--- config.mk ---
export PLATFORM = sky130hd
export DESIGN_NAME = seq_step_controller_flat
export DESIGN_NICKNAME = d
export VERILOG_FILES = /design/src/rtl/seq_step_controller_pkg.sv /design/src/rtl/seq_step_controller_if.sv /design/src/rtl/seq_step_controller_golden.sv /design/src/rtl/seq_step_controller.sv /design/src/flat_wrapper.sv
export SDC_FILE = /design/constraint.sdc
export NUM_CORES = 1
export LEC_CHECK = 0
export CAP_MARGIN = 20
export CORE_MARGIN = 4
export CORE_UTILIZATION = 30
export CTS_BUF_LIST = sky130_fd_sc_hd__clkbuf_8
export CTS_CLUSTER_SIZE = 10
export DETAILED_ROUTE_END_ITERATION = 8
export HOLD_SLACK_MARGIN = 0.12
export MAX_ROUTING_LAYER = met4
export PLACE_DENSITY_LB_ADDON = 0.25
export SYNTH_ARGS = -nofsm -noshare
export SYNTH_HDL_FRONTEND = slang
export SYNTH_SLANG_ARGS = --single-unit
--- constraint.sdc ---
create_clock -name clk -period 2.9 [get_ports clk]
set_input_delay 0.58 -clock clk [delete_from_list [all_inputs] [get_ports clk]]
set_output_delay 0.58 -clock clk [all_outputs]
set_load 0.005 [all_outputs]
--- src/rtl/seq_step_controller_pkg.sv ---
// Shared state codes, golden-model equations and counter sizing for the
// seq_step_controller slice.
package seq_ctrl_pkg;

   localparam logic [3:0] ST_IDLE    = 4'd0;
   localparam logic [3:0] ST_INIT_HI = 4'd1;
   localparam logic [3:0] ST_INIT_LO = 4'd2;
   localparam logic [3:0] ST_APPLY   = 4'd3;
   localparam logic [3:0] ST_SETTLE  = 4'd4;
   localparam logic [3:0] ST_SAMPLE  = 4'd5;
   localparam logic [3:0] ST_CLK_HI  = 4'd6;
   localparam logic [3:0] ST_CLK_LO  = 4'd7;
   localparam logic [3:0] ST_DONE    = 4'd8;

   // q is {q1,q2}; result is {y,z}
   function automatic logic [1:0] golden_out(input logic [1:0] q, input logic b);
      return {q[1], ~q[1] | (b & ~q[0])};
   endfunction

   function automatic logic [1:0] golden_next(input logic [1:0] q, input logic a, input logic b);
      logic q1n;
      q1n = a | (b & ~q[0]);
      return {q1n, q[1] & ~q1n};
   endfunction

   // phase counter reloads with cyc-1, so it only has to hold that value
   function automatic int settle_cnt_w(input int cyc);
      return (cyc <= 2) ? 1 : $clog2(cyc);
   endfunction

endpackage

--- src/rtl/seq_step_controller_if.sv ---
// Host-side programming/status bus of seq_step_controller.
interface seq_step_controller_if #(
   parameter int DEPTH = 16,
   parameter int CNT_W = 5
);
   localparam int AW = $clog2(DEPTH);

   logic             wr_en;
   logic [AW-1:0]    wr_idx;
   logic [1:0]       wr_ab;
   logic [AW:0]      len;
   logic             start;
   logic             busy;
   logic             done;
   logic [CNT_W-1:0] mismatch_cnt;
   logic             fail_valid;
   logic [AW-1:0]    first_fail;

   modport master (output wr_en, wr_idx, wr_ab, len, start,
                   input  busy, done, mismatch_cnt, fail_valid, first_fail);
   modport slave  (input  wr_en, wr_idx, wr_ab, len, start,
                   output busy, done, mismatch_cnt, fail_valid, first_fail);
endinterface

--- src/rtl/seq_step_controller_golden.sv ---
// Two-flip-flop golden model of the lab DUT: init load, per-step update on the
// DUT clock fall, and live compare of its {y,z} against the DUT pins.
module seq_golden_model
   import seq_ctrl_pkg::*;
(
   input  logic clk,
   input  logic rst,
   input  logic load_init_i,
   input  logic step_en_i,
   input  logic a_i,
   input  logic b_i,
   input  logic dut_y_i,
   input  logic dut_z_i,
   output logic mismatch_o
);
   logic [1:0] q_q, q_d;

   always_comb begin
      q_d = q_q;
      if (load_init_i)    q_d = 2'b10;
      else if (step_en_i) q_d = golden_next(q_q, a_i, b_i);
   end

   always_ff @(posedge clk) begin
      if (rst) q_q <= 2'b00;
      else     q_q <= q_d;
   end

   assign mismatch_o = golden_out(q_q, b_i) != {dut_y_i, dut_z_i};
endmodule

--- src/rtl/seq_step_controller.sv ---
// Stimulus sequencer/checker for the lab a/b -> y/z state machine.
// Optional macro SEQ_STOP_ON_FAIL_EN ends the run at the first mismatching sample.
module seq_step_controller
   import seq_ctrl_pkg::*;
#(
   parameter int DEPTH      = 16,
   parameter int SETTLE_CYC = 8,
   parameter int CNT_W      = 5
) (
   input  logic                  clk,
   input  logic                  rst,
   seq_step_controller_if.slave  hif,
   output logic                  dut_a,
   output logic                  dut_b,
   output logic                  dut_clk,
   input  logic                  dut_y,
   input  logic                  dut_z
);
   localparam int AW = $clog2(DEPTH);
   localparam int CW = settle_cnt_w(SETTLE_CYC);
   localparam logic [CW-1:0] SET_V = CW'(SETTLE_CYC - 1);
   localparam logic [AW:0]   MAX_LEN = (AW + 1)'(DEPTH);

   logic [1:0]       mem [DEPTH];
   logic [3:0]       state_q, state_d;
   logic [CW-1:0]    cnt_q, cnt_d;
   logic [AW:0]      step_q, step_d, len_q, len_d;
   logic [1:0]       ab_q, ab_d;
   logic             clk_q, busy_q, done_q;
   logic [CNT_W-1:0] mcnt_q, mcnt_d;
   logic             fv_q, fv_d;
   logic [AW-1:0]    ff_q, ff_d;
   logic             cnt_zero, load_init, step_en, mism;

   assign cnt_zero = (cnt_q == '0);

   seq_golden_model u_golden (
      .clk(clk), .rst(rst), .load_init_i(load_init), .step_en_i(step_en),
      .a_i(ab_q[1]), .b_i(ab_q[0]), .dut_y_i(dut_y), .dut_z_i(dut_z), .mismatch_o(mism)
   );

   // RAM is frozen for the whole run so APPLY always reads what was programmed
   always_ff @(posedge clk) begin
      if (hif.wr_en && state_q == ST_IDLE) mem[hif.wr_idx] <= hif.wr_ab;
   end

   always_comb begin
      state_d   = state_q;
      cnt_d     = cnt_zero ? cnt_q : cnt_q - 1'b1;
      step_d    = step_q;
      len_d     = len_q;
      ab_d      = ab_q;
      mcnt_d    = mcnt_q;
      fv_d      = fv_q;
      ff_d      = ff_q;
      load_init = 1'b0;
      step_en   = 1'b0;
      case (state_q)
         ST_IDLE: if (hif.start) begin
            state_d = ST_INIT_HI;
            cnt_d   = SET_V;
            len_d   = (hif.len > MAX_LEN) ? MAX_LEN : hif.len;
            step_d  = '0;
            ab_d    = 2'b10;
            mcnt_d  = '0;
            fv_d    = 1'b0;
            ff_d    = '0;
         end
         ST_INIT_HI: if (cnt_zero) begin
            state_d   = ST_INIT_LO;
            cnt_d     = SET_V;
            load_init = 1'b1;
         end
         ST_INIT_LO: if (cnt_zero) state_d = (len_q == '0) ? ST_DONE : ST_APPLY;
         ST_APPLY: begin
            ab_d    = mem[step_q[AW-1:0]];
            state_d = ST_SETTLE;
            cnt_d   = SET_V;
         end
         ST_SETTLE: if (cnt_zero) state_d = ST_SAMPLE;
         ST_SAMPLE: begin
            state_d = ST_CLK_HI;
            cnt_d   = SET_V;
            if (mism) begin
               mcnt_d = (&mcnt_q) ? mcnt_q : mcnt_q + 1'b1;
               if (!fv_q) begin
                  fv_d = 1'b1;
                  ff_d = step_q[AW-1:0];
               end
`ifdef SEQ_STOP_ON_FAIL_EN
               state_d = ST_DONE;
`endif
            end
         end
         ST_CLK_HI: if (cnt_zero) begin
            state_d = ST_CLK_LO;
            cnt_d   = SET_V;
            step_en = 1'b1;
         end
         ST_CLK_LO: if (cnt_zero) begin
            step_d  = step_q + 1'b1;
            state_d = (step_q + 1'b1 == len_q) ? ST_DONE : ST_APPLY;
         end
         ST_DONE: state_d = ST_IDLE;
         default: state_d = ST_IDLE;
      endcase
   end

   always_ff @(posedge clk) begin
      if (rst) begin
         state_q <= ST_IDLE;
         cnt_q   <= '0;
         step_q  <= '0;
         len_q   <= '0;
         ab_q    <= '0;
         clk_q   <= 1'b0;
         busy_q  <= 1'b0;
         done_q  <= 1'b0;
         mcnt_q  <= '0;
         fv_q    <= 1'b0;
         ff_q    <= '0;
      end else begin
         state_q <= state_d;
         cnt_q   <= cnt_d;
         step_q  <= step_d;
         len_q   <= len_d;
         ab_q    <= ab_d;
         clk_q   <= (state_d == ST_INIT_HI) || (state_d == ST_CLK_HI);
         busy_q  <= (state_d != ST_IDLE) && (state_d != ST_DONE);
         done_q  <= (state_d == ST_DONE);
         mcnt_q  <= mcnt_d;
         fv_q    <= fv_d;
         ff_q    <= ff_d;
      end
   end

   assign dut_a            = ab_q[1];
   assign dut_b            = ab_q[0];
   assign dut_clk          = clk_q;
   assign hif.busy         = busy_q;
   assign hif.done         = done_q;
   assign hif.mismatch_cnt = mcnt_q;
   assign hif.fail_valid   = fv_q;
   assign hif.first_fail   = ff_q;
endmodule

--- src/flat_wrapper.sv ---
// flat-port wrapper written by rule: the top's interface ports become plain ports
module seq_step_controller_flat import seq_ctrl_pkg::*;
#(
   parameter int DEPTH      = 16,
   parameter int SETTLE_CYC = 8,
   parameter int CNT_W      = 5
)
  (clk, rst, dut_a, dut_b, dut_clk, dut_y, dut_z, hif_wr_en, hif_wr_idx, hif_wr_ab, hif_len, hif_start, hif_busy, hif_done, hif_mismatch_cnt, hif_fail_valid, hif_first_fail);
  seq_step_controller_if #(.DEPTH(DEPTH), .CNT_W(CNT_W)) hif_i ();
  input  logic clk;
  input  logic rst;
  output logic dut_a;
  output logic dut_b;
  output logic dut_clk;
  input  logic dut_y;
  input  logic dut_z;
  input wire logic [$bits(hif_i.wr_en)-1:0] hif_wr_en;
  input wire logic [$bits(hif_i.wr_idx)-1:0] hif_wr_idx;
  input wire logic [$bits(hif_i.wr_ab)-1:0] hif_wr_ab;
  input wire logic [$bits(hif_i.len)-1:0] hif_len;
  input wire logic [$bits(hif_i.start)-1:0] hif_start;
  output wire logic [$bits(hif_i.busy)-1:0] hif_busy;
  output wire logic [$bits(hif_i.done)-1:0] hif_done;
  output wire logic [$bits(hif_i.mismatch_cnt)-1:0] hif_mismatch_cnt;
  output wire logic [$bits(hif_i.fail_valid)-1:0] hif_fail_valid;
  output wire logic [$bits(hif_i.first_fail)-1:0] hif_first_fail;
  assign hif_i.wr_en = hif_wr_en;
  assign hif_i.wr_idx = hif_wr_idx;
  assign hif_i.wr_ab = hif_wr_ab;
  assign hif_i.len = hif_len;
  assign hif_i.start = hif_start;
  assign hif_busy = hif_i.busy;
  assign hif_done = hif_i.done;
  assign hif_mismatch_cnt = hif_i.mismatch_cnt;
  assign hif_fail_valid = hif_i.fail_valid;
  assign hif_first_fail = hif_i.first_fail;
  seq_step_controller #(.DEPTH(DEPTH), .SETTLE_CYC(SETTLE_CYC), .CNT_W(CNT_W)) u_core (.clk(clk), .rst(rst), .hif(hif_i), .dut_a(dut_a), .dut_b(dut_b), .dut_clk(dut_clk), .dut_y(dut_y), .dut_z(dut_z));
endmodule
==> results of run 1 <==
## cell type report
type                            instances  share of cell area
Timing Repair Buffer                   36              0.0867
Multi-Input combinational cell        224               0.381
Inverter                                8             0.00749
Tap cell                              140              0.0437
Sequential cell                        70               0.429
Clock buffer                           11              0.0378
Clock inverter                          5              0.0140
## registers in the layout (all words and copies together) (netlist names), named ones only
signal	flops
u_core.hif.busy	1
u_core.len_q	5
u_core.ab_q	2
u_core.hif.first_fail	4
u_core.hif.done	1
u_core.u_golden.q_q	2
u_core.state_q	4
u_core.dut_clk	1
u_core.cnt_q	3
u_core.step_q	5
u_core.mem	32
u_core.hif.fail_valid	1
u_core.hif.mismatch_cnt	5
## worst min-delay path, delay by kind of cell (launching register included)
family          cells  cell delay, ns
flops               1            0.34
simple gates        1            0.06
compound gates      1            0.05
## metal layers
metal	GRT usage	share of wire	wire length, µm	vias to the layer above
li1	-	-	-	1237
met1	0.151	0.46	3440	1193
met2	0.204	0.48	3630	48
met3	0.0361	0.041	309	12
met4	0.0388	0.014	108	0
met5	-	0	0	-
## power by group
part	switching (mW)	internal, mW	leakage (nW)
clock	0.375	0.443	0.102
sequential	0.0758	1.10	0.597
combinational	0.400	0.292	0.615
## cell families after synthesis
family          synth area share
fa+ha+maj                 0.0223
flops                      0.512
compound gates             0.127
xor+xnor                  0.0235
simple gates               0.197
mux                       0.0849
buf+inv                   0.0328
## through the flow
stage | utilization | hold slack (ns)
floorplan | - | 0.453
global placement | 0.349 | 0.480
detailed placement | 0.349 | 0.486
CTS | 0.368 | 0.497
global route | 0.368 | 0.510
finish | 0.368 | 0.493
## layout by cell type (no fill, tap or decap), types with 3 or more instances in the layout
cell	instances
ha_1	6
nand2_1	26
buf_4	5
nand2b_1	5
clkdlybuf4s50_1	31
mux4_1	8
and3_1	5
o21ai_0	11
mux2i_1	3
nor2_1	31
dfxtp_1	38
a211oi_1	3
xnor2_1	7
a31oi_1	3
clkbuf_8	11
nor3_1	11
nor3b_1	4
nand3_1	11
and2_1	3
inv_1	8
nor4_1	3
edfxtp_1	32
nand3b_1	12
nor2b_1	5
a21oi_1	34
or2_2	4
## path summary, 6_finish.rpt
check / start / slack [ns] / to
min reg2reg: u_core.len_q[3]$_SDFFE_PP0P_ / 0.49 / u_core.len_q[3]$_SDFFE_PP0P_
max reg2reg: u_core.state_q[1]$_SDFF_PP0_ / 0.79 / u_core.step_q[4]$_SDFFE_PP0P_
max: u_core.state_q[1]$_SDFF_PP0_ / 0.79 / u_core.step_q[4]$_SDFFE_PP0P_
min: u_core.len_q[3]$_SDFFE_PP0P_ / 0.49 / u_core.len_q[3]$_SDFFE_PP0P_
==> results.tsv, run 1 <==
metric	value	unit
nNetsFinal	372	
holdPathStages	2	
ioPinCount	32	
path_depth	5	
ys_seq_area_frac	0.512	
num_rows	38	
synthFlopType	dfxtp_1	
crit_path_max_fanout	15	
skew	0.0112	ns
root_buffer	clkbuf_8	
dpl.hpwl	5210	µm
grt.overflow.total	0	
yosysTopAreaCellShare	0.286	
setup_tns	0	ns
tritoncts	yes	
layout.area.seq	1720	µm²
worstSkewPairLatency	0.35	ns
dieArea	13000	µm²
dp_cells	478	
cp_slowest_stage_delay	0.66	ns
synth_top_area_cell	edfxtp_1	
start_util	0.309	
synth_nets	342	
relSlewSlack	0.626	
die_w	114	µm
status	complete, no violations	
drc	0	
worstPathRequired	3.12	ns
final_layout_size_suffix_gt1_frac	0.102	
ys_seq_elements	70	
fillers	1078	
crit_family	simple AND/OR/NAND/NOR gates	
drv_cap	0	
routabilityCongestion	0.763	
slew_viol_final	0	
worstMarginPinSlew	0.559	ns
cts_resized	0	
cts_made_buffers	9	
cp.arrival	2.33	ns
die_y	114	µm
postCtsSetupBuffers	0	
fmax	474	MHz
cp_cell_sequence	nor2b_1, and3_1, a21oi_1, a22oi_1, nor2_1	
grt_use_total	0.125	
multi_input_area	1530	µm²
drtPass1Iterations	6	
synth.avg_cell_area	10.5	µm²
core_area	10900	µm²
total_power	2.68	mW
worst-r2r-cell-count	5	
ctsHoldBuffers	0	
post-route-min-period	2.11	ns
ys_async_sr_fraction	0	
stdcell_count	494	
worstSetupPathType	reg -> reg	
netlist_top_cells_count	dfxtp_1, a21oi_1, edfxtp_1	
critPathBufInv	0	
dpl-instance-area	3800	µm²
synthTopCellsByArea	edfxtp_1, dfxtp_1, mux4_1	
final_area	4010	µm²
min_period_over_period	0.727	
p_per_area	669	nW/µm²
setup_violations	0	
postRouteAntennaNets	0	
wirelength	7480	µm
synthesis.area	3360	µm²
ys_types	52	
fin_ws	0.792	ns
synthCells	319	
startpoint_type	register	
hold_path.class	reg -> reg	
grt_pass1_wl	12600	µm
antenna_found_initial	0	
clk_pin_slew_worst_paths	0.08	ns
routedWlPerCell	15.1	µm
h-tree-depth	3	
crit_slowest_cell	dfxtp_1	
end_kind	register	
power_leakage	1.31	nW
drt_iter0_drc	175	
hold_viol	0	
vias	2490	
yosysMostFrequentCell	dfxtp_1	
grt_max_degree	35	
io_buffers	31	
syn2layout_area_growth	19.4	%
pre_cts_ws	0.525	ns
clockBufferDepth	2	
rsz0062_at_grt	false	
cts_sinks	70	
synth_edf_count	32	
peakVddDrop	0.000351	V
yosysWarnings	0	
via_per_inst	5.04	
grt_pass1_vias	2506	
insertedDiodeCount	0	
Note: power is estimated with default switching activity, not from simulation.
==> inputs of run 2 (changes only) <==
Clock period 2.9 ns to 1.8 ns, I/O delays scaled along.
==> run 2 against run 1 <==
Power is 78% higher. Die area stayed put. Clock power is 53% higher. Sequential power is 58% higher.
==> results.tsv, run 2 (synthesis gave the netlist of run 1 again) <==
metric	value	unit	change
status	complete, no violations		
drt_iter0_drc	93		-47%
stdcell_count	535		+8.3%
ctsHoldBuffers	0		unchanged
rsz0062_at_grt	true		
worstPathRequired	2.03	ns	-1.09 ns
routedWlPerCell	15.5	µm	+2.3%
p_per_area	1070	nW/µm²	+61%
insertedDiodeCount	0		unchanged
peakVddDrop	0.000594	V	+69%
drv_cap	0		unchanged
layout.area.seq	1720	µm²	+0.15%
fillers	1059		-1.8%
dieArea	13000	µm²	unchanged
cts_sinks	70		unchanged
antenna_found_initial	0		unchanged
dpl.hpwl	5840	µm	+12%
grt_max_degree	35		unchanged
r2r_setup_slack	0.05	ns	-0.74 ns
slew_viol_final	0		unchanged
setup_tns	0	ns	unchanged
root_buffer	clkbuf_8		
cts_made_buffers	9		unchanged
routabilityCongestion	0.768		+0.64%
final_layout_size_suffix_gt1_frac	0.253		+0.151
worstSkewPairLatency	0.35	ns	about the same
postRouteAntennaNets	0		unchanged
grt_pass1_wl	13700	µm	+8.6%
vias	2659		+6.8%
crit-reg2reg-capture	u_core.ab_q[1]$_SDFFE_PP0P_		
drtPass1Iterations	4		-2
worst-r2r-cell-count	5		unchanged
ioPinCount	32		unchanged
clockBufferDepth	2		unchanged
worstSetupPathType	reg -> reg		
crit_path_max_fanout	8		-7
dpl-instance-area	4130	µm²	+8.7%
power_leakage	1.53	nW	+17%
relSlewSlack	0.616		-0.00982
largest-register	u_core.mem		
die_y	114	µm	unchanged
hold_ws	0.486	ns	-0.00765 ns
min_period_over_period	0.971		+0.244
start_util	0.309		unchanged
num_rows	38		unchanged
clk_pin_slew_worst_paths	0.08	ns	about the same
post-route-min-period	1.75	ns	-0.361 ns
end_kind	register		
fin_ws	0.0528	ns	-0.739 ns
tritoncts	yes		
fmax	572	MHz	+21%
grt_pass1_vias	2749		+9.7%
hold_path.class	reg -> reg		
worstMarginPinSlew	0.574	ns	+0.0147 ns
core_area	10900	µm²	unchanged
final_common_cell	buf_4		
final_area	4450	µm²	+11%
skew	0.0182	ns	+0.00699 ns
multi_input_area	1640	µm²	+7.3%
final_cell_mix	buf_4, dfxtp_1, a21oi_1		
setup_violations	0		unchanged
largest_reg_flops	32		unchanged
grt_use_total	0.137		+0.0120
h-tree-depth	3		unchanged
startpoint_type	register		
syn2layout_area_growth	32.6	%	
wirelength	8290	µm	+11%
io_buffers	31		unchanged
hold_viol	0		unchanged
grt.overflow.total	0		unchanged
cp-endpoint	u_core.ab_q[1]$_SDFFE_PP0P_		
drc	0		unchanged
nNetsFinal	413		+11%
pre_cts_ws	-0.237	ns	-0.761 ns
dp_cells	517		+8.2%
cp.arrival	1.98	ns	-0.35 ns
die_w	114	µm	unchanged
via_per_inst	4.97		-1.4%
run 2: critical path, cell delays in order, from the launching register on:
cell	delay (ns)
dfxtp_2	0.35
buf_12	0.13
mux4_2	0.51
mux4_2	0.49
nor2_1	0.11
nor3_1	0.05
run 2: layout make-up:
type	instances	area share
inverter	8	0.00674
timing repair buffer	77	0.157
clock buffer	9	0.0278
tap	140	0.0393
sequential	70	0.387
multi-input combinational	224	0.368
clock inverter	7	0.0143
run 2: power breakdown:
group	internal (mW)	switching [mW]
clock network	0.631	0.615
registers	1.77	0.0744
logic	0.829	0.864
run 2: metrics by stage:
step	utilization	total power [mW]
after floorplan	-	2.69
after global placement	0.380	3.33
after detailed placement	0.380	3.37
after CTS	0.397	4.63
after global routing	0.409	5.10
final	0.409	4.79
run 2: worst min-delay path by stage:
stage / cells past startpoint / from / endpoint / slack (ns)
finish: 2 / u_core.len_q[4]$_SDFFE_PP0P_ / u_core.len_q[4]$_SDFFE_PP0P_ / 0.49
global route: 2 / u_core.len_q[0]$_SDFFE_PP0P_ / u_core.len_q[0]$_SDFFE_PP0P_ / 0.53
CTS: 2 / u_core.len_q[4]$_SDFFE_PP0P_ / u_core.len_q[4]$_SDFFE_PP0P_ / 0.49
detailed placement: 2 / u_core.len_q[4]$_SDFFE_PP0P_ / u_core.len_q[4]$_SDFFE_PP0P_ / 0.48
global placement: 2 / u_core.hif.first_fail[3]$_SDFFE_PP0P_ / u_core.hif.first_fail[3]$_SDFFE_PP0P_ / 0.48
floorplan: 2 / u_core.len_q[0]$_SDFFE_PP0P_ / u_core.len_q[0]$_SDFFE_PP0P_ / 0.45
run 2: repair_timing:
item / CTS / global route
setup endpoints to repair: 4 / 21
gates resized for setup: 7 / 27
pin swaps: 1 / 8
endpoints found under the hold margin: 0 / 0
setup buffers: 0 / 2
cloned: 0 / 0
run 2: per-layer routing:
layer / vias up / wire, µm / part of all wire / track usage
li1: 1311 / - / - / -
met1: 1293 / 3650 / 0.44 / 0.162
met2: 47 / 4250 / 0.51 / 0.233
met3: 8 / 277 / 0.033 / 0.0302
met4: 0 / 108 / 0.013 / 0.0459
met5: - / 0 / 0 / -
